`config.mk`:
```
export PLATFORM = sky130hd
export DESIGN_NAME = ctrl_pipe_flat
export DESIGN_NICKNAME = d
export VERILOG_FILES = /design/src/rtl/ctrl_pkg.sv /design/src/rtl/ctrl_pipe_if.sv /design/src/rtl/ctrl_pipe_hazard_unit.sv /design/src/rtl/ctrl_pipe.sv /design/src/flat_wrapper.sv
export SDC_FILE = /design/constraint.sdc
export NUM_CORES = 1
export LEC_CHECK = 0
export CORE_MARGIN = 4
export CORE_UTILIZATION = 43
export CTS_BUF_LIST = sky130_fd_sc_hd__clkbuf_8
export DETAILED_ROUTE_END_ITERATION = 8
export PLACE_DENSITY = 0.82
export SYNTH_ARGS = -nofsm -noshare
export SYNTH_HDL_FRONTEND = slang
export SYNTH_SLANG_ARGS = --single-unit
```
`constraint.sdc`:
```
create_clock -name clk -period 2 [get_ports clk]
set_input_delay 0.4 -clock clk [delete_from_list [all_inputs] [get_ports clk]]
set_output_delay 0.4 -clock clk [all_outputs]
set_load 0.03 [all_outputs]
```
`src/rtl/ctrl_pkg.sv`:
```
// ctrl_pkg: shared definitions for the control pipeline.
// Holds the control bundle widths, the bit positions inside each bundle,
// the packed bundle types carried through the stage registers, and the
// main-decoder opcode values the bundles are derived from.
package ctrl_pkg;

    localparam int WB_W  = 2;
    localparam int M_W   = 3;
    localparam int EXE_W = 4;

    // WB bundle bit positions
    localparam int WB_REGWRITE  = 0;
    localparam int WB_MEMTOREG  = 1;
    // M bundle bit positions
    localparam int M_BRANCH     = 0;
    localparam int M_MEMREAD    = 1;
    localparam int M_MEMWRITE   = 2;
    // EXE bundle bit positions
    localparam int EXE_REGDST   = 0;
    localparam int EXE_ALUOP_LO = 1;
    localparam int EXE_ALUOP_HI = 2;
    localparam int EXE_ALUSRC   = 3;

    typedef logic [WB_W-1:0]  wb_t;
    typedef logic [M_W-1:0]   m_t;
    typedef logic [EXE_W-1:0] exe_t;

    // Full control word as decoded in ID and held in ID/EX
    typedef struct packed {
        wb_t  wb;
        m_t   m;
        exe_t exe;
    } ctrl_bundle_t;

    localparam ctrl_bundle_t CTRL_NOP = '{wb: 2'b00, m: 3'b000, exe: 4'b0000};

    localparam logic [5:0] OP_RTYPE = 6'd0;
    localparam logic [5:0] OP_LW    = 6'd35;
    localparam logic [5:0] OP_SW    = 6'd43;
    localparam logic [5:0] OP_BEQ   = 6'd4;

endpackage

```
`src/rtl/ctrl_pipe_if.sv`:
```
// ctrl_pipe_if: signal bundle between the ID-stage decoder / EX-MEM-WB
// datapath and the control pipeline.
//   master : decoder/datapath side; drives id_* and mem_zero, receives
//            per-stage control, destinations, stall and pc_src.
//   slave  : control pipeline side (ctrl_pipe).
interface ctrl_pipe_if
    import ctrl_pkg::*;
#(
    parameter int REG_AW = 5
);
    logic              id_valid;
    wb_t               id_wb;
    m_t                id_m;
    exe_t              id_exe;
    logic [REG_AW-1:0] id_rs;
    logic [REG_AW-1:0] id_rt;
    logic [REG_AW-1:0] id_rd;
    logic              mem_zero;

    exe_t              ex_exe;
    m_t                ex_m;
    wb_t               ex_wb;
    logic [REG_AW-1:0] ex_rt;
    m_t                mem_m;
    wb_t               mem_wb;
    logic [REG_AW-1:0] mem_dst;
    wb_t               wb_wb;
    logic [REG_AW-1:0] wb_dst;
    logic              stall;
    logic              pc_src;

    modport master (
        output id_valid, id_wb, id_m, id_exe, id_rs, id_rt, id_rd, mem_zero,
        input  ex_exe, ex_m, ex_wb, ex_rt, mem_m, mem_wb, mem_dst,
               wb_wb, wb_dst, stall, pc_src
    );

    modport slave (
        input  id_valid, id_wb, id_m, id_exe, id_rs, id_rt, id_rd, mem_zero,
        output ex_exe, ex_m, ex_wb, ex_rt, mem_m, mem_wb, mem_dst,
               wb_wb, wb_dst, stall, pc_src
    );
endinterface

```
`src/rtl/ctrl_pipe_hazard_unit.sv`:
```
// hazard_unit: combinational load-use detection and branch resolution.
// Ports:
//   id_valid, id_rs, id_rt : instruction currently in ID
//   ex_mem_read, ex_rt     : load flag and target of the instruction in EX
//   mem_branch, mem_zero   : branch flag in MEM and its registered ALU zero
//   stall                  : hold PC and IF/ID, bubble into ID/EX
//   pc_src                 : branch taken; squash younger stages
module hazard_unit
    import ctrl_pkg::*;
#(
    parameter int REG_AW   = 5,
    parameter int ZERO_REG = 0
) (
    input  logic              id_valid,
    input  logic [REG_AW-1:0] id_rs,
    input  logic [REG_AW-1:0] id_rt,
    input  logic              ex_mem_read,
    input  logic [REG_AW-1:0] ex_rt,
    input  logic              mem_branch,
    input  logic              mem_zero,
    output logic              stall,
    output logic              pc_src
);
    localparam logic [REG_AW-1:0] ZERO_IDX = REG_AW'(ZERO_REG);

    // Branch in MEM overrides the hazard: the dependent instruction in ID is
    // about to be flushed, so stalling for it would only waste a cycle.
    always_comb begin
        pc_src = 1'b0;
        stall  = 1'b0;
        pc_src = mem_branch & mem_zero;
        stall  = id_valid & ex_mem_read & (ex_rt != ZERO_IDX)
               & ((ex_rt == id_rs) | (ex_rt == id_rt)) & ~pc_src;
    end
endmodule

```
`src/rtl/ctrl_pipe.sv`:
```
// ctrl_pipe: carries decoded control bundles and destination indices through
// the ID/EX, EX/MEM and MEM/WB registers, inserts load-use bubbles and
// squashes younger control on a taken branch resolved in MEM.
// Ports:
//   clk, reset : pipeline clock, asynchronous active-high reset
//   bus        : ctrl_pipe_if.slave (ID inputs, mem_zero, stage outputs,
//                stall, pc_src)
module ctrl_pipe
    import ctrl_pkg::*;
#(
    parameter int REG_AW   = 5,
    parameter int ZERO_REG = 0
) (
    input  logic         clk,
    input  logic         reset,
    ctrl_pipe_if.slave   bus
);
    localparam logic [REG_AW-1:0] REG_ZERO = {REG_AW{1'b0}};

    // ID/EX
    ctrl_bundle_t      ex_ctrl_r;
    logic [REG_AW-1:0] ex_rt_r;
    logic [REG_AW-1:0] ex_rd_r;
    // EX/MEM
    m_t                mem_m_r;
    wb_t               mem_wb_r;
    logic [REG_AW-1:0] mem_dst_r;
    // MEM/WB
    wb_t               wb_wb_r;
    logic [REG_AW-1:0] wb_dst_r;

    logic              stall_s;
    logic              pc_src_s;
    logic              id_load_s;
    logic [REG_AW-1:0] ex_dst_s;
    ctrl_bundle_t      id_ctrl_s;

    hazard_unit #(
        .REG_AW   (REG_AW),
        .ZERO_REG (ZERO_REG)
    ) u_hazard (
        .id_valid    (bus.id_valid),
        .id_rs       (bus.id_rs),
        .id_rt       (bus.id_rt),
        .ex_mem_read (ex_ctrl_r.m[M_MEMREAD]),
        .ex_rt       (ex_rt_r),
        .mem_branch  (mem_m_r[M_BRANCH]),
        .mem_zero    (bus.mem_zero),
        .stall       (stall_s),
        .pc_src      (pc_src_s)
    );

    // ID/EX load decision and EX destination select
    always_comb begin
        id_ctrl_s = CTRL_NOP;
        id_load_s = 1'b0;
        ex_dst_s  = REG_ZERO;
        id_ctrl_s = '{wb: bus.id_wb, m: bus.id_m, exe: bus.id_exe};
        // Squash, bubble and empty ID all collapse to loading a NOP
        if (bus.id_valid && !stall_s && !pc_src_s) begin
            id_load_s = 1'b1;
        end else begin
            id_load_s = 1'b0;
        end
        if (ex_ctrl_r.exe[EXE_REGDST]) begin
            ex_dst_s = ex_rd_r;
        end else begin
            ex_dst_s = ex_rt_r;
        end
    end

    // ID/EX register; register indices are cleared with the control so a
    // bubble shows as all-zero on the EX outputs
    always_ff @(posedge clk or posedge reset) begin
        if (reset) begin
            ex_ctrl_r <= CTRL_NOP;
            ex_rt_r   <= REG_ZERO;
            ex_rd_r   <= REG_ZERO;
        end else if (id_load_s) begin
            ex_ctrl_r <= id_ctrl_s;
            ex_rt_r   <= bus.id_rt;
            ex_rd_r   <= bus.id_rd;
        end else begin
            ex_ctrl_r <= CTRL_NOP;
            ex_rt_r   <= REG_ZERO;
            ex_rd_r   <= REG_ZERO;
        end
    end

    // EX/MEM register; a taken branch kills the instruction behind it
    always_ff @(posedge clk or posedge reset) begin
        if (reset) begin
            mem_m_r   <= 3'b000;
            mem_wb_r  <= 2'b00;
            mem_dst_r <= REG_ZERO;
        end else if (pc_src_s) begin
            mem_m_r   <= 3'b000;
            mem_wb_r  <= 2'b00;
            mem_dst_r <= REG_ZERO;
        end else begin
            mem_m_r   <= ex_ctrl_r.m;
            mem_wb_r  <= ex_ctrl_r.wb;
            mem_dst_r <= ex_dst_s;
        end
    end

    // MEM/WB register; the branch itself carries wb=0 so it never writes
    always_ff @(posedge clk or posedge reset) begin
        if (reset) begin
            wb_wb_r  <= 2'b00;
            wb_dst_r <= REG_ZERO;
        end else begin
            wb_wb_r  <= mem_wb_r;
            wb_dst_r <= mem_dst_r;
        end
    end

    assign bus.ex_exe  = ex_ctrl_r.exe;
    assign bus.ex_m    = ex_ctrl_r.m;
    assign bus.ex_wb   = ex_ctrl_r.wb;
    assign bus.ex_rt   = ex_rt_r;
    assign bus.mem_m   = mem_m_r;
    assign bus.mem_wb  = mem_wb_r;
    assign bus.mem_dst = mem_dst_r;
    assign bus.wb_wb   = wb_wb_r;
    assign bus.wb_dst  = wb_dst_r;
    assign bus.stall   = stall_s;
    assign bus.pc_src  = pc_src_s;
endmodule

```
`src/flat_wrapper.sv`:
```
// flat-port wrapper written by rule: the top's interface ports become plain ports
module ctrl_pipe_flat import ctrl_pkg::*;
#(
    parameter int REG_AW   = 5,
    parameter int ZERO_REG = 0
)
  (clk, reset, bus_id_valid, bus_id_wb, bus_id_m, bus_id_exe, bus_id_rs, bus_id_rt, bus_id_rd, bus_mem_zero, bus_ex_exe, bus_ex_m, bus_ex_wb, bus_ex_rt, bus_mem_m, bus_mem_wb, bus_mem_dst, bus_wb_wb, bus_wb_dst, bus_stall, bus_pc_src);
  ctrl_pipe_if #(.REG_AW(REG_AW)) bus_i ();
  input  logic clk;
  input  logic reset;
  input wire logic [$bits(bus_i.id_valid)-1:0] bus_id_valid;
  input wire logic [$bits(bus_i.id_wb)-1:0] bus_id_wb;
  input wire logic [$bits(bus_i.id_m)-1:0] bus_id_m;
  input wire logic [$bits(bus_i.id_exe)-1:0] bus_id_exe;
  input wire logic [$bits(bus_i.id_rs)-1:0] bus_id_rs;
  input wire logic [$bits(bus_i.id_rt)-1:0] bus_id_rt;
  input wire logic [$bits(bus_i.id_rd)-1:0] bus_id_rd;
  input wire logic [$bits(bus_i.mem_zero)-1:0] bus_mem_zero;
  output wire logic [$bits(bus_i.ex_exe)-1:0] bus_ex_exe;
  output wire logic [$bits(bus_i.ex_m)-1:0] bus_ex_m;
  output wire logic [$bits(bus_i.ex_wb)-1:0] bus_ex_wb;
  output wire logic [$bits(bus_i.ex_rt)-1:0] bus_ex_rt;
  output wire logic [$bits(bus_i.mem_m)-1:0] bus_mem_m;
  output wire logic [$bits(bus_i.mem_wb)-1:0] bus_mem_wb;
  output wire logic [$bits(bus_i.mem_dst)-1:0] bus_mem_dst;
  output wire logic [$bits(bus_i.wb_wb)-1:0] bus_wb_wb;
  output wire logic [$bits(bus_i.wb_dst)-1:0] bus_wb_dst;
  output wire logic [$bits(bus_i.stall)-1:0] bus_stall;
  output wire logic [$bits(bus_i.pc_src)-1:0] bus_pc_src;
  assign bus_i.id_valid = bus_id_valid;
  assign bus_i.id_wb = bus_id_wb;
  assign bus_i.id_m = bus_id_m;
  assign bus_i.id_exe = bus_id_exe;
  assign bus_i.id_rs = bus_id_rs;
  assign bus_i.id_rt = bus_id_rt;
  assign bus_i.id_rd = bus_id_rd;
  assign bus_i.mem_zero = bus_mem_zero;
  assign bus_ex_exe = bus_i.ex_exe;
  assign bus_ex_m = bus_i.ex_m;
  assign bus_ex_wb = bus_i.ex_wb;
  assign bus_ex_rt = bus_i.ex_rt;
  assign bus_mem_m = bus_i.mem_m;
  assign bus_mem_wb = bus_i.mem_wb;
  assign bus_mem_dst = bus_i.mem_dst;
  assign bus_wb_wb = bus_i.wb_wb;
  assign bus_wb_dst = bus_i.wb_dst;
  assign bus_stall = bus_i.stall;
  assign bus_pc_src = bus_i.pc_src;
  ctrl_pipe #(.REG_AW(REG_AW), .ZERO_REG(ZERO_REG)) u_core (.clk(clk), .reset(reset), .bus(bus_i));
endmodule
```
==> flow_summary.ini, run 1 <==
[drt]
vias = 1127
detail_route.wl_per_cell_um = 14.4
remaining_drc_errors = 0
dr.pass1.iters = 5
wirelength_um = 3350
antenna_left = 0
viasPerCell = 4.84
drt-initial-drc-count = 30

[floorplan]
core.rowCount = 20
die_y_um = 65.1
initial_core_util = 0.455
dieWidth_um = 65.1
core_area_um2 = 3080
io_pins = 61
die-area_um2 = 4240

[critical_path]
critical-path-max-stage-delay_ns = 0.51
cp-end-kind = primary output
start_kind = register
required_ns = 1.60
ff2ff_path_depth = 6
slowest_stage = or4_4
r2r_slack_ns = 0.12
arrival_ns = 1.72
cp_cell_sequence = or4_4, o211a_1, and2_4, buf_6
r2r_end = u_core.bus.ex_rt[2]
path_max_fanout = 2
rr_startpoint = u_core.bus.ex_rt[4]
path_class = reg2out

[logic_synthesis]
synthTopCellsByCount = dfrtp_1, nand3_1, a21oi_1, xnor2_1, clkbuf_1
ys_types = 15
synthesis.area_um2 = 1400
syn_nets = 149
synth.area.top_cells = dfrtp_1, nand3_1, a21oi_1, xnor2_1, mux2i_1
synth_most_common_cell = dfrtp_1
async_flop_share = 1.00
synth-seq-cells = 36
synth_edf_count = 0
synth_top_flop_cell = dfrtp_1
seq_area_frac_synth = 0.643
yosysWarnings = 0
postSynthCellCount = 121
avgSynthCellArea_um2 = 11.6
synth_top_area_cell = dfrtp_1
synth_top_area_frac = 0.643

[timing]
drv_slew = 0
holdWs_ns = 0.371
tightest_slew_ns = 0.436
period_needed_ns = 2.12
finalSetupViolCount = 1
period_share = 1.06
maxSlewHeadroom = 0.710
clock-skew-final_ns = 0.00874
hold_viol_final = 0
fmax_ghz = 0.472
finalWorstSetupSlack_ns = -0.120
rsz0062_at_grt = yes

[final_layout]
multiInputGateArea_um2 = 435
register_area_um2 = 905
fin_cells = 233
nNetsFinal = 217
finalCoreUtilization = 0.711
n_fill_cell = 235
drive_above_1_share = 0.138
diodes = 0
area_growth_syn_to_layout_pct = 56.2

[outcome]
status = complete, but fails checks
violations = negative setup slack

[global_route]
grt_max_degree = 37
grt_pass1_wl_um = 5500
grt_overflow = 0
grt_usage = 0.178
grt_antenna_before_repair = 0
grt_pass1_vias = 1181

[hold_path]
worst_hold_path.endpoint = u_core.bus.wb_wb[0]
min_path_type = reg2reg
hold_path.startpoint = u_core.bus.mem_wb[0]
hold_depth = 0

[place]
place_congestion = 0.828
port_buffers = 60
preCtsSetupSlack_ns = -0.0633
dpl.hpwl_um = 2430
place_inst = 224

[cts]
cts.clk_slew.worst_paths_ns = 0.07
cts_hold_buf = 0
htreeDepth = 2
cts_tree = yes
cts.path.max_buffers = 2
insertion_delay_ns = 0.29
cts.sinks = 36
clockRootBuffer = clkbuf_8
cts_buffers = 5

[power_and_ir_drop]
vdd_drop_max_mv = 0.432
power_uw = 1700
power.density_nw_per_um2 = 776
total_leakage_power_uw = 0.000989

[job]
cap_violations = 0
critical path: cells and delay by family, from the launching register on:
| kind | cells | cell delay [ns] |
|---|---|---|
| and+or+nand+nor | 2 | 0.67 |
| DFF | 1 | 0.40 |
| AOI/OAI and AO/OA | 1 | 0.23 |
| buffers and inverters | 1 | 0.13 |
sequential cells by signal, summed over array words and instances, names as in the netlist:
name,flops
u_core.bus.ex_exe,4
u_core.ex_rd_r,5
u_core.bus.ex_m,3
u_core.bus.mem_dst,5
u_core.bus.wb_wb,2
u_core.bus.wb_dst,5
u_core.bus.ex_wb,2
u_core.bus.mem_wb,2
u_core.bus.mem_m,3
u_core.bus.ex_rt,5
repair_timing:
action                                  CTS  global route
setup buffers                             1             1
endpoints found under the setup margin    1             1
pin swaps                                 2             2
resized for setup                         1             1
power by group:
part           internal, uW  switching (uW)  leakage [uW]  total [uW]
Clock                   306             237     0.0000503         544
Sequential              775            21.0      0.000466         796
Combinational           170             188      0.000473         358
Total                  1250             446      0.000989        1700
worst max path at each step:
| stage | start | end | slack [ns] |
|---|---|---|---|
| floorplan | u_core.bus.ex_rt[3] | bus_stall | 0.03 |
| global placement | bus_id_rt[4] | bus_stall | 0.01 |
| detailed placement | bus_id_rt[0] | bus_stall | -0.06 |
| CTS | u_core.bus.ex_rt[0] | bus_stall | -0.17 |
| global route | u_core.bus.ex_rt[4] | bus_stall | -0.16 |
| finish | u_core.bus.ex_rt[4] | bus_stall | -0.12 |
metrics by stage:
step	TNS (ns)	instance area (um2)
CTS	-0.166	2180
finish	-0.120	2190
global route	-0.165	2190
floorplan	0	1410
global placement	0	2070
detailed placement	-0.0633	2070
cells in the final DEF, fill, tap and decap left out, types with 2 or more instances in the layout:
cell type / n
dfrtp_2: 3
clkbuf_8: 7
nand3_1: 21
and2_1: 5
a21oi_1: 19
nor2_1: 5
mux2i_1: 5
xnor2_1: 10
buf_4: 13
nand2_1: 3
dfrtp_1: 33
inv_1: 2
clkdlybuf4s50_1: 58
cells by family (layout without fill, tap and decap cells):
| group | after synthesis | in the layout | synth area share |
|---|---|---|---|
| simple gates | 36 | 36 | 0.129 |
| compound gates | 21 | 21 | 0.0795 |
| xor+xnor | 10 | 10 | 0.0625 |
| buf+inv | 13 | 81 | 0.0509 |
| flops | 36 | 36 | 0.643 |
| mux | 5 | 5 | 0.0357 |
cell type report:
cell class	count	area share
inverters	2	0.00343
clock buffers	7	0.0440
well taps	44	0.0252
multi-input cells	72	0.199
repair buffers	72	0.315
flip-flops and latches	36	0.413
routing by layer:
metal	share of wire	track usage	wire (um)	vias to the layer above
met4	0.034	0.0959	115	0
met5	0	0	0	-
met2	0.51	0.294	1700	43
li1	-	-	-	537
met3	0.069	0.0693	232	12
met1	0.39	0.195	1300	535
(Power assumes the default switching activity.)
==> inputs of run 2 (changes only) <==
--- a/config.mk
+++ b/config.mk
@@ -8,8 +8,10 @@
 export CORE_MARGIN = 4
 export CORE_UTILIZATION = 43
 export CTS_BUF_LIST = sky130_fd_sc_hd__clkbuf_8
+export CTS_CLUSTER_DIAMETER = 40
 export DETAILED_ROUTE_END_ITERATION = 8
 export PLACE_DENSITY = 0.82
+export SLEW_MARGIN = 20
 export SYNTH_ARGS = -nofsm -noshare
 export SYNTH_HDL_FRONTEND = slang
 export SYNTH_SLANG_ARGS = --single-unit
==> results of run 2 <==
Final layout, timing and power as in run 1 (identical DEF).
==> inputs of run 3 (changes only) <==
--- a/config.mk
+++ b/config.mk
@@ -5,13 +5,16 @@
 export SDC_FILE = /design/constraint.sdc
 export NUM_CORES = 1
 export LEC_CHECK = 0
+export CORE_ASPECT_RATIO = 0.75
 export CORE_MARGIN = 4
-export CORE_UTILIZATION = 43
+export CORE_UTILIZATION = 42
 export CTS_BUF_LIST = sky130_fd_sc_hd__clkbuf_8
 export CTS_CLUSTER_DIAMETER = 40
+export CTS_CLUSTER_SIZE = 28
 export DETAILED_ROUTE_END_ITERATION = 8
-export PLACE_DENSITY = 0.82
+export PLACE_DENSITY = 0.81
 export SLEW_MARGIN = 20
 export SYNTH_ARGS = -nofsm -noshare
 export SYNTH_HDL_FRONTEND = slang
+export SYNTH_HIERARCHICAL = 1
 export SYNTH_SLANG_ARGS = --single-unit
==> run 3 against run 2 <==
Final cell count shrank 7.3%. Global-route usage is 0.59 points higher. Non-clock buffer count rose by 7. Total power increased by 22%. Utilization grew 8.1 points. Largest cell class unchanged. Critical path type unchanged. Via count decreased by 8.5%. Fmax is 6.9% lower. Worst setup slack worse by 0.16 ns. The flow still finishes with violations (negative setup slack). Critical path depth up 1.
==> flow_summary.ini, run 3 <==
[outcome]
status = complete, but fails checks
violations = negative setup slack

[critical_path]
arrival_ns = 1.88
cp-end-kind = primary output
path_class = reg2out
critical-path-max-stage-delay_ns = 0.45
ff2ff_path_depth = 9
rr_startpoint = u_core/bus.ex_rt[0]
start_kind = register
slowest_stage = dfrtp_2
path_max_fanout = 4
r2r_slack_ns = -0.11
required_ns = 1.60
cp_cell_sequence = xor2_1, nor3_1, nand3_1, a2111oi_4, buf_4
r2r_end = u_core/ex_rd_r[4]

[logic_synthesis]
synth.area.top_cells = dfrtp_1, and2_2, xor2_1, mux2i_1, xnor2_1
synth_edf_count = 0
postSynthCellCount = 94
seq_area_frac_synth = 0.677
ys_types = 19
synthTopCellsByCount = dfrtp_1, and2_2, nor2_1, xor2_1
synthesis.area_um2 = 1330
yosysWarnings = 6
synth-seq-cells = 36
avgSynthCellArea_um2 = 14.1
synth_most_common_cell = dfrtp_1
synth_top_flop_cell = dfrtp_1
syn_nets = 122
async_flop_share = 1.00
synth_top_area_cell = dfrtp_1
synth_top_area_frac = 0.677

[timing]
finalSetupViolCount = 20
hold_viol_final = 0
period_needed_ns = 2.28
maxSlewHeadroom = 0.761
clock-skew-final_ns = 0.00474
rsz0062_at_grt = yes
period_share = 1.14
tightest_slew_ns = 0.358
drv_slew = 0
finalWorstSetupSlack_ns = -0.279
fmax_ghz = 0.439

[final_layout]
drive_above_1_share = 0.320
diodes = 0
fin_area_um2 = 2360
nNetsFinal = 205
final_common_cell = clkdlybuf4s50_1
final_cell_mix = clkdlybuf4s50_1, dfrtp_1, and2_4
area_growth_syn_to_layout_pct = 77.3
finalCoreUtilization = 0.792

[place]
place_congestion = 0.788
port_buffers = 60
preCtsSetupSlack_ns = -0.444
dpl.hpwl_um = 2400
postPlaceCellArea_um2 = 2060

[cts]
cts.path.max_buffers = 2
cts_tree = yes
cts_buffers = 5
cts_hold_buf = 0
cts.clk_slew.worst_paths_ns = 0.07
htreeDepth = 2
clockRootBuffer = clkbuf_8
insertion_delay_ns = 0.28
cts.sinks = 36

[global_route]
grt_usage = 0.183
grt_use_met2 = 0.330
use_met1 = 0.191
grt_max_degree = 23
grt_pass1_wl_um = 5360
grt_pass1_vias = 1081
grt_overflow = 0
busiest_layer = met2
grt_util_met3 = 0.0358
grt_antenna_before_repair = 0

[floorplan]
core_area_um2 = 2980
die-area_um2 = 4140
die_y_um = 56.7
dieWidth_um = 73.0
core.rowCount = 17
initial_core_util = 0.447
io_pins = 61

[drt]
wirelength_um = 3830
dr.pass1.iters = 3
drt-initial-drc-count = 67
vias = 1031
viasPerCell = 4.77
antenna_left = 0
remaining_drc_errors = 0
detail_route.wl_per_cell_um = 17.7

[hold_path]
hold_depth = 0
min_path_type = reg2reg
worst_hold_path.endpoint = u_core/bus.wb_dst[0]
hold_path.startpoint = u_core/bus.mem_dst[0]

[power_and_ir_drop]
vdd_drop_max_mv = 0.593
total_leakage_power_uw = 0.00110
power.density_nw_per_um2 = 878

[job]
cap_violations = 0
[run 3: critical path, delay by kind of cell (launching register included)]
| kind | cells | cell delay (ns) |
|---|---|---|
| AOI/OAI and AO/OA | 1 | 0.41 |
| DFF | 1 | 0.45 |
| and+or+nand+nor | 2 | 0.36 |
| xor gates and xnor gates | 1 | 0.15 |
| buffers and inverters | 1 | 0.23 |
[run 3: metal layers]
layer	wire [um]	vias up
met3	146	8
met1	1440	517
met4	119	0
met2	2120	35
li1	-	471
met5	0	-
[run 3: cell type report]
class	count	area, um2
Sequential cell	36	905
Tap cell	38	47.5
Multi-Input combinational cell	54	452
Clock buffer	5	68.8
Fill cell	172	619
Timing Repair Buffer	79	792
Inverter	1	3.75
Clock inverter	3	90.1
[run 3: power by group]
part | switching [uW] | internal (uW) | total [uW]
clock | 255 | 624 | 879
sequential | 25.1 | 775 | 800
combinational | 187 | 206 | 393
[run 3: metrics by stage]
step	setup TNS (ns)	std cells	hold WS (ns)	total power (uW)
after detailed placement	-6.18	200	0.368	1160
after floorplan	-2.07	94	0.465	981
after global routing	-3.31	216	0.400	2150
final	-2.09	216	0.383	2070
after CTS	-0.275	210	0.385	2050
after global placement	-5.53	200	0.358	1150
[run 3: how the worst max path moves through the flow]
stage                     slack (ns)                start                  end
after floorplan                -0.14  u_core/bus.ex_rt[4]  u_core/bus.ex_rt[0]
after global placement         -0.42         bus_id_rt[4]            bus_stall
after detailed placement       -0.44         bus_id_rt[4]            bus_stall
after CTS                      -0.26  u_core/bus.ex_rt[4]            bus_stall
after global routing           -0.34  u_core/bus.ex_rt[2]            bus_stall
final                          -0.28  u_core/bus.ex_rt[0]            bus_stall
[run 3: cell families (layout without fill, tap and decap cells)]
family | Yosys count | in the layout | share of synthesized area
muxes | 5 | 5 | 0.0376
AOI/OAI and AO/OA | 1 | 1 | 0.0113
and+or+nand+nor | 38 | 38 | 0.190
buffers and inverters | 4 | 88 | 0.0179
DFF | 36 | 36 | 0.677
xor gates and xnor gates | 10 | 10 | 0.0658
[run 3: timing repair]
| action | in CTS | in global routing |
|---|---|---|
| pin swaps | 5 | 13 |
| gates cloned | 0 | 3 |
| resized for setup | 13 | 11 |
| setup endpoints to repair | 20 | 21 |
| endpoints found under the hold margin | 0 | 0 |
| setup buffers | 2 | 4 |
==> patch 1: new RTL, config.mk and constraints of run 3 <==
`ZERO_REG` is set to 0 in 3 places; all go to 1.
--- a/src/rtl/ctrl_pipe_hazard_unit.sv
+++ b/src/rtl/ctrl_pipe_hazard_unit.sv
@@ -10,5 +10,5 @@
 #(
     parameter int REG_AW   = 5,
-    parameter int ZERO_REG = 0
+    parameter int ZERO_REG = 1
 ) (
     input  logic              id_valid,
--- a/src/rtl/ctrl_pipe.sv
+++ b/src/rtl/ctrl_pipe.sv
@@ -10,5 +10,5 @@
 #(
     parameter int REG_AW   = 5,
-    parameter int ZERO_REG = 0
+    parameter int ZERO_REG = 1
 ) (
     input  logic         clk,
--- a/src/flat_wrapper.sv
+++ b/src/flat_wrapper.sv
@@ -3,5 +3,5 @@
 #(
     parameter int REG_AW   = 5,
-    parameter int ZERO_REG = 0
+    parameter int ZERO_REG = 1
 )
   (clk, reset, bus_id_valid, bus_id_wb, bus_id_m, bus_id_exe, bus_id_rs, bus_id_rt, bus_id_rd, bus_mem_zero, bus_ex_exe, bus_ex_m, bus_ex_wb, bus_ex_rt, bus_mem_m, bus_mem_wb, bus_mem_dst, bus_wb_wb, bus_wb_dst, bus_stall, bus_pc_src);
Check against the original RTL: not equivalent (a bounded check fails within 4 cycles, from zero or initial values and one cycle with reset high).
==> patch 1 against run 3 <==
  * The run still ends with negative setup slack left
  * Total power down 20%
  * Register-to-register slack gained 0.18 ns
  * Design area down 6.8%
  * Combinational power fell by 8.9%
  * Setup slack gained 0.095 ns
  * Global-route usage decreased by 0.93 points
  * Synthesized area is 0.28% lower
  * Routed wire length decreased by 15%
  * Sequential power about the same
  * Sequential cell count stayed put
  * Via count decreased by 6.3%
  * Sequential share of layout area is 2.8 points higher
  * Critical endpoint unchanged
  * Largest power group is now registers
  * Highest routed layer unchanged
==> patch 1: results (changes against run 3) <==
grt:
  first_global_vias: 1057  # was 1081
  groute.layer.met1.usage_pct: 20.3  # was 19.1%
  met3_usage_pct: 7.16  # was 3.58%
  groute.layer.met2.usage_pct: 28.3  # was 33.0%
worst_setup_path:
  reg2regPathDepth: 8  # was 9
  critPathArrivalTime_ns: 1.78  # was 1.88 ns
  critical_r2r_capture: "u_core/bus.ex_m[2]"  # was u_core/ex_rd_r[4]
  r2r-start: "u_core/bus.ex_rt[4]"  # was u_core/bus.ex_rt[0]
outcome:
  status: "finished, violations left"  # unchanged
  violations: "negative setup slack"  # unchanged
drt:
  wl_met3_um: 311  # was 146 µm
  finalWirelength_mm: 3.25  # was 3.83 mm
layout:
  post_route_cells_drive_above_1_share_pct: 25.9  # was 32.0%
  fin_nets: 197  # was 205
yosys:
  ys_seq_area_share_pct: 67.9  # was 67.7%
  yosys.cell_types.count: 20  # was 19
  synth_commonest_cells: "36 x sky130_fd_sc_hd__dfrtp_1, 15 x sky130_fd_sc_hd__and2_2, 6 x sky130_fd_sc_hd__xor2_1"  # was 36 x sky130_fd_sc_hd__dfrtp_1, 15 x sky130_fd_sc_hd__and2_2, 6 x sky130_fd_sc_hd__nor2_1, 6 x sky130_fd_sc_hd__xor2_1
min_path:
  hold_path_startpoint: "u_core/bus.mem_dst[2]"  # was u_core/bus.mem_dst[0]
timing:
  final-setup-viol-count: 1  # was 20
  headroom_to_the_max_slew_limit_pct: 71.0  # was 76.1%
  worst_slack_ns: -0.184  # was -0.279 ns
  fin_crit_ns: 2.18  # was 2.28 ns
  setup_tns_ns: -0.184  # was -2.09 ns
cts:
  cts_resized: 7  # was 13
  postCtsSetupRepairBufs: 5  # was 2
power:
  worst_ir_drop_vdd_mv: 0.543  # was 0.593 mV
placement:
  minimum_setup_slack_after_placement_ns: -0.451  # was -0.444 ns
## patch 1: cells by family (layout without fill, tap and decap cells)
logic type             Yosys count  count (layout)  share of synthesized area (%)
AND/OR/NAND/NOR                 38              38                           19.2
AO/OA/AOI/OAI                    1               1                          0.755
multiplexers                     5               5                           3.77
XOR/XNOR                        10              10                           6.60
flip-flops                      36              36                           67.9
buffers and inverters            4              80                           1.79
## patch 1: area by class of cell
type	count	area [µm²]	share of cell area (%)
Inverter	1	3.75	0.171
Tap cell	38	47.5	2.16
Multi-Input combinational cell	54	450	20.5
Clock buffer	5	68.8	3.13
Clock inverter	3	18.8	0.854
Sequential cell	36	905	41.1
Timing Repair Buffer	71	704	32.0
## patch 1: report_power, final
part           switching, mW  internal, mW  total, mW
Sequential            0.0265         0.775      0.801
Clock                  0.262         0.242      0.505
Combinational          0.175         0.183      0.358
Total                  0.464          1.20       1.66
==> patch 2: new RTL, config.mk and constraints of run 3 <==
Made on the original files. Make the reset (`reset`) synchronous in 3 clocked blocks. Comments in the files are not updated.
--- a/src/rtl/ctrl_pipe.sv
+++ b/src/rtl/ctrl_pipe.sv
@@ -72,5 +72,5 @@
     // ID/EX register; register indices are cleared with the control so a
     // bubble shows as all-zero on the EX outputs
-    always_ff @(posedge clk or posedge reset) begin
+    always_ff @(posedge clk) begin
         if (reset) begin
             ex_ctrl_r <= CTRL_NOP;
@@ -89,5 +89,5 @@
 
     // EX/MEM register; a taken branch kills the instruction behind it
-    always_ff @(posedge clk or posedge reset) begin
+    always_ff @(posedge clk) begin
         if (reset) begin
             mem_m_r   <= 3'b000;
@@ -106,5 +106,5 @@
 
     // MEM/WB register; the branch itself carries wb=0 so it never writes
-    always_ff @(posedge clk or posedge reset) begin
+    always_ff @(posedge clk) begin
         if (reset) begin
             wb_wb_r  <= 2'b00;
Function: differs if reset is asserted again (counterexample within 4 cycles, from zero or initial values and one cycle with reset high); with reset held inactive, the same outputs for 10 cycles.
==> patch 2 against run 3 <==
  * The run still ends with negative setup slack left
  * Setup slack improved by 0.18 ns
  * Total power shrank 28%
  * Clock power fell by 41%
  * Register-to-register slack better by 0.05 ns
  * Core utilization fell by 2.1 points
  * Sequential cell count is the same
  * Design area fell by 12%
  * Synthesized area down 8.5%
  * Combinational power fell by 44%
  * Routed wire length is 18% lower
  * Sequential power fell by 5.9%
  * Critical endpoint unchanged
==> patch 2: results (changes against run 3) <==
worst_setup_path:
  critical_r2r_capture: "u_core/bus.ex_m[1]"  # was u_core/ex_rd_r[4]
  r2r_setup_slack_ns: -0.06  # was -0.11 ns
  timing.critical_path.max_delay_family: "compound AO/OA/AOI/OAI gates"  # was flip-flops
  setup.worst_path.start: "u_core/bus.ex_rt[4]"  # was u_core/bus.ex_rt[0]
  worst_path_max_stage_delay_ns: 0.41  # was 0.45 ns
yosys:
  yosys.cell_types.count: 18  # was 19
  ys_async_sr_fraction_pct: 0  # was 100%
  syn-num-nets: 129  # was 122
  netlist_instances: 101  # was 94
  synth_commonest_cells: "36 x sky130_fd_sc_hd__dfxtp_1, 15 x sky130_fd_sc_hd__and2_2, 10 x sky130_fd_sc_hd__and2_1"  # was 36 x sky130_fd_sc_hd__dfrtp_1, 15 x sky130_fd_sc_hd__and2_2, 6 x sky130_fd_sc_hd__nor2_1, 6 x sky130_fd_sc_hd__xor2_1
  synth_area_leaders: "sky130_fd_sc_hd__dfxtp_1 59%, sky130_fd_sc_hd__and2_2 9.2%, sky130_fd_sc_hd__and2_1 5.1%, sky130_fd_sc_hd__and2b_2 5.0%, sky130_fd_sc_hd__xor2_1 4.3%"  # was sky130_fd_sc_hd__dfrtp_1 68%, sky130_fd_sc_hd__and2_2 8.5%, sky130_fd_sc_hd__xor2_1 4.0%, sky130_fd_sc_hd__mux2i_1 3.8%, sky130_fd_sc_hd__xnor2_1 2.6%
timing:
  worst_slack_ns: -0.103  # was -0.279 ns
  holdWs_ns: 0.456  # was 0.383 ns
  final-setup-viol-count: 17  # was 20
  worst-slew-pin-transition_ns: 0.343  # was 0.358 ns
min_path:
  hold_depth: 1  # was 0
  timing.hold.worst_endpoint: "u_core/bus.mem_wb[0]"  # was u_core/bus.wb_dst[0]
placement:
  total_placed_cells_including_tap_cells: 203  # was 200
  minimum_setup_slack_after_placement_ns: -0.449  # was -0.444 ns
  placed_cell_area_um2: 1940  # was 2060 µm²
power:
  power.combinational.total_mw: 0.221  # was 0.393 mW
  cellInternalPower_mw: 1.14  # was 1.60 mW
  worst_ir_drop_vdd_mv: 0.459  # was 0.593 mV
grt:
  first_pass_grt_wire_length_mm: 4.80  # was 5.36 mm
  groute.layer.met2.usage_pct: 28.2  # was 33.0%
  grt_max_degree: 15  # was 23
  met3_usage_pct: 10.3  # was 3.58%
drt:
  met2_wirelength_mm: 1.48  # was 2.12 mm
  finalWirelength_mm: 3.13  # was 3.83 mm
  drt_first_pass_iters: 4  # was 3
outcome:
  status: "finished, violations left"  # unchanged
  violations: "negative setup slack"  # unchanged
layout:
  stdcell_area_um2: 2070  # was 2360 µm²
-- patch 2: cell types whose count changed after synthesis, sizes merged --
cell,delta
nor3b,-1
nor4b,+1
dfrtp,-36
dfxtp,+36
nor2b,-5
nor2,+1
or2,+1
and2,+5
and2b,+7
inv,-1
buf,-1
-- patch 2: layout make-up --
cell class                      count  share of cell area (%)
Timing Repair Buffer               72                    33.0
Multi-Input combinational cell     63                    24.9
Tap cell                           36                    2.18
Clock buffer                        6                    3.99
Clock inverter                      2                   0.484
Sequential cell                    36                    35.5
-- patch 2: cells by family after synthesis --
family | after synthesis | synth area share [%]
compound gates | 1 | 1.23
xor+xnor | 10 | 7.19
buf+inv | 2 | 1.23
flops | 36 | 59.2
mux | 5 | 4.11
simple gates | 47 | 27.0
-- patch 2: repair_timing --
action / CTS / global route
setup buffers: 2 / 1
endpoints found under the setup margin: 19 / 19
cloned: 0 / 1
gates resized for setup: 13 / 4
pin swaps: 8 / 0
endpoints found under the hold margin: 0 / 0
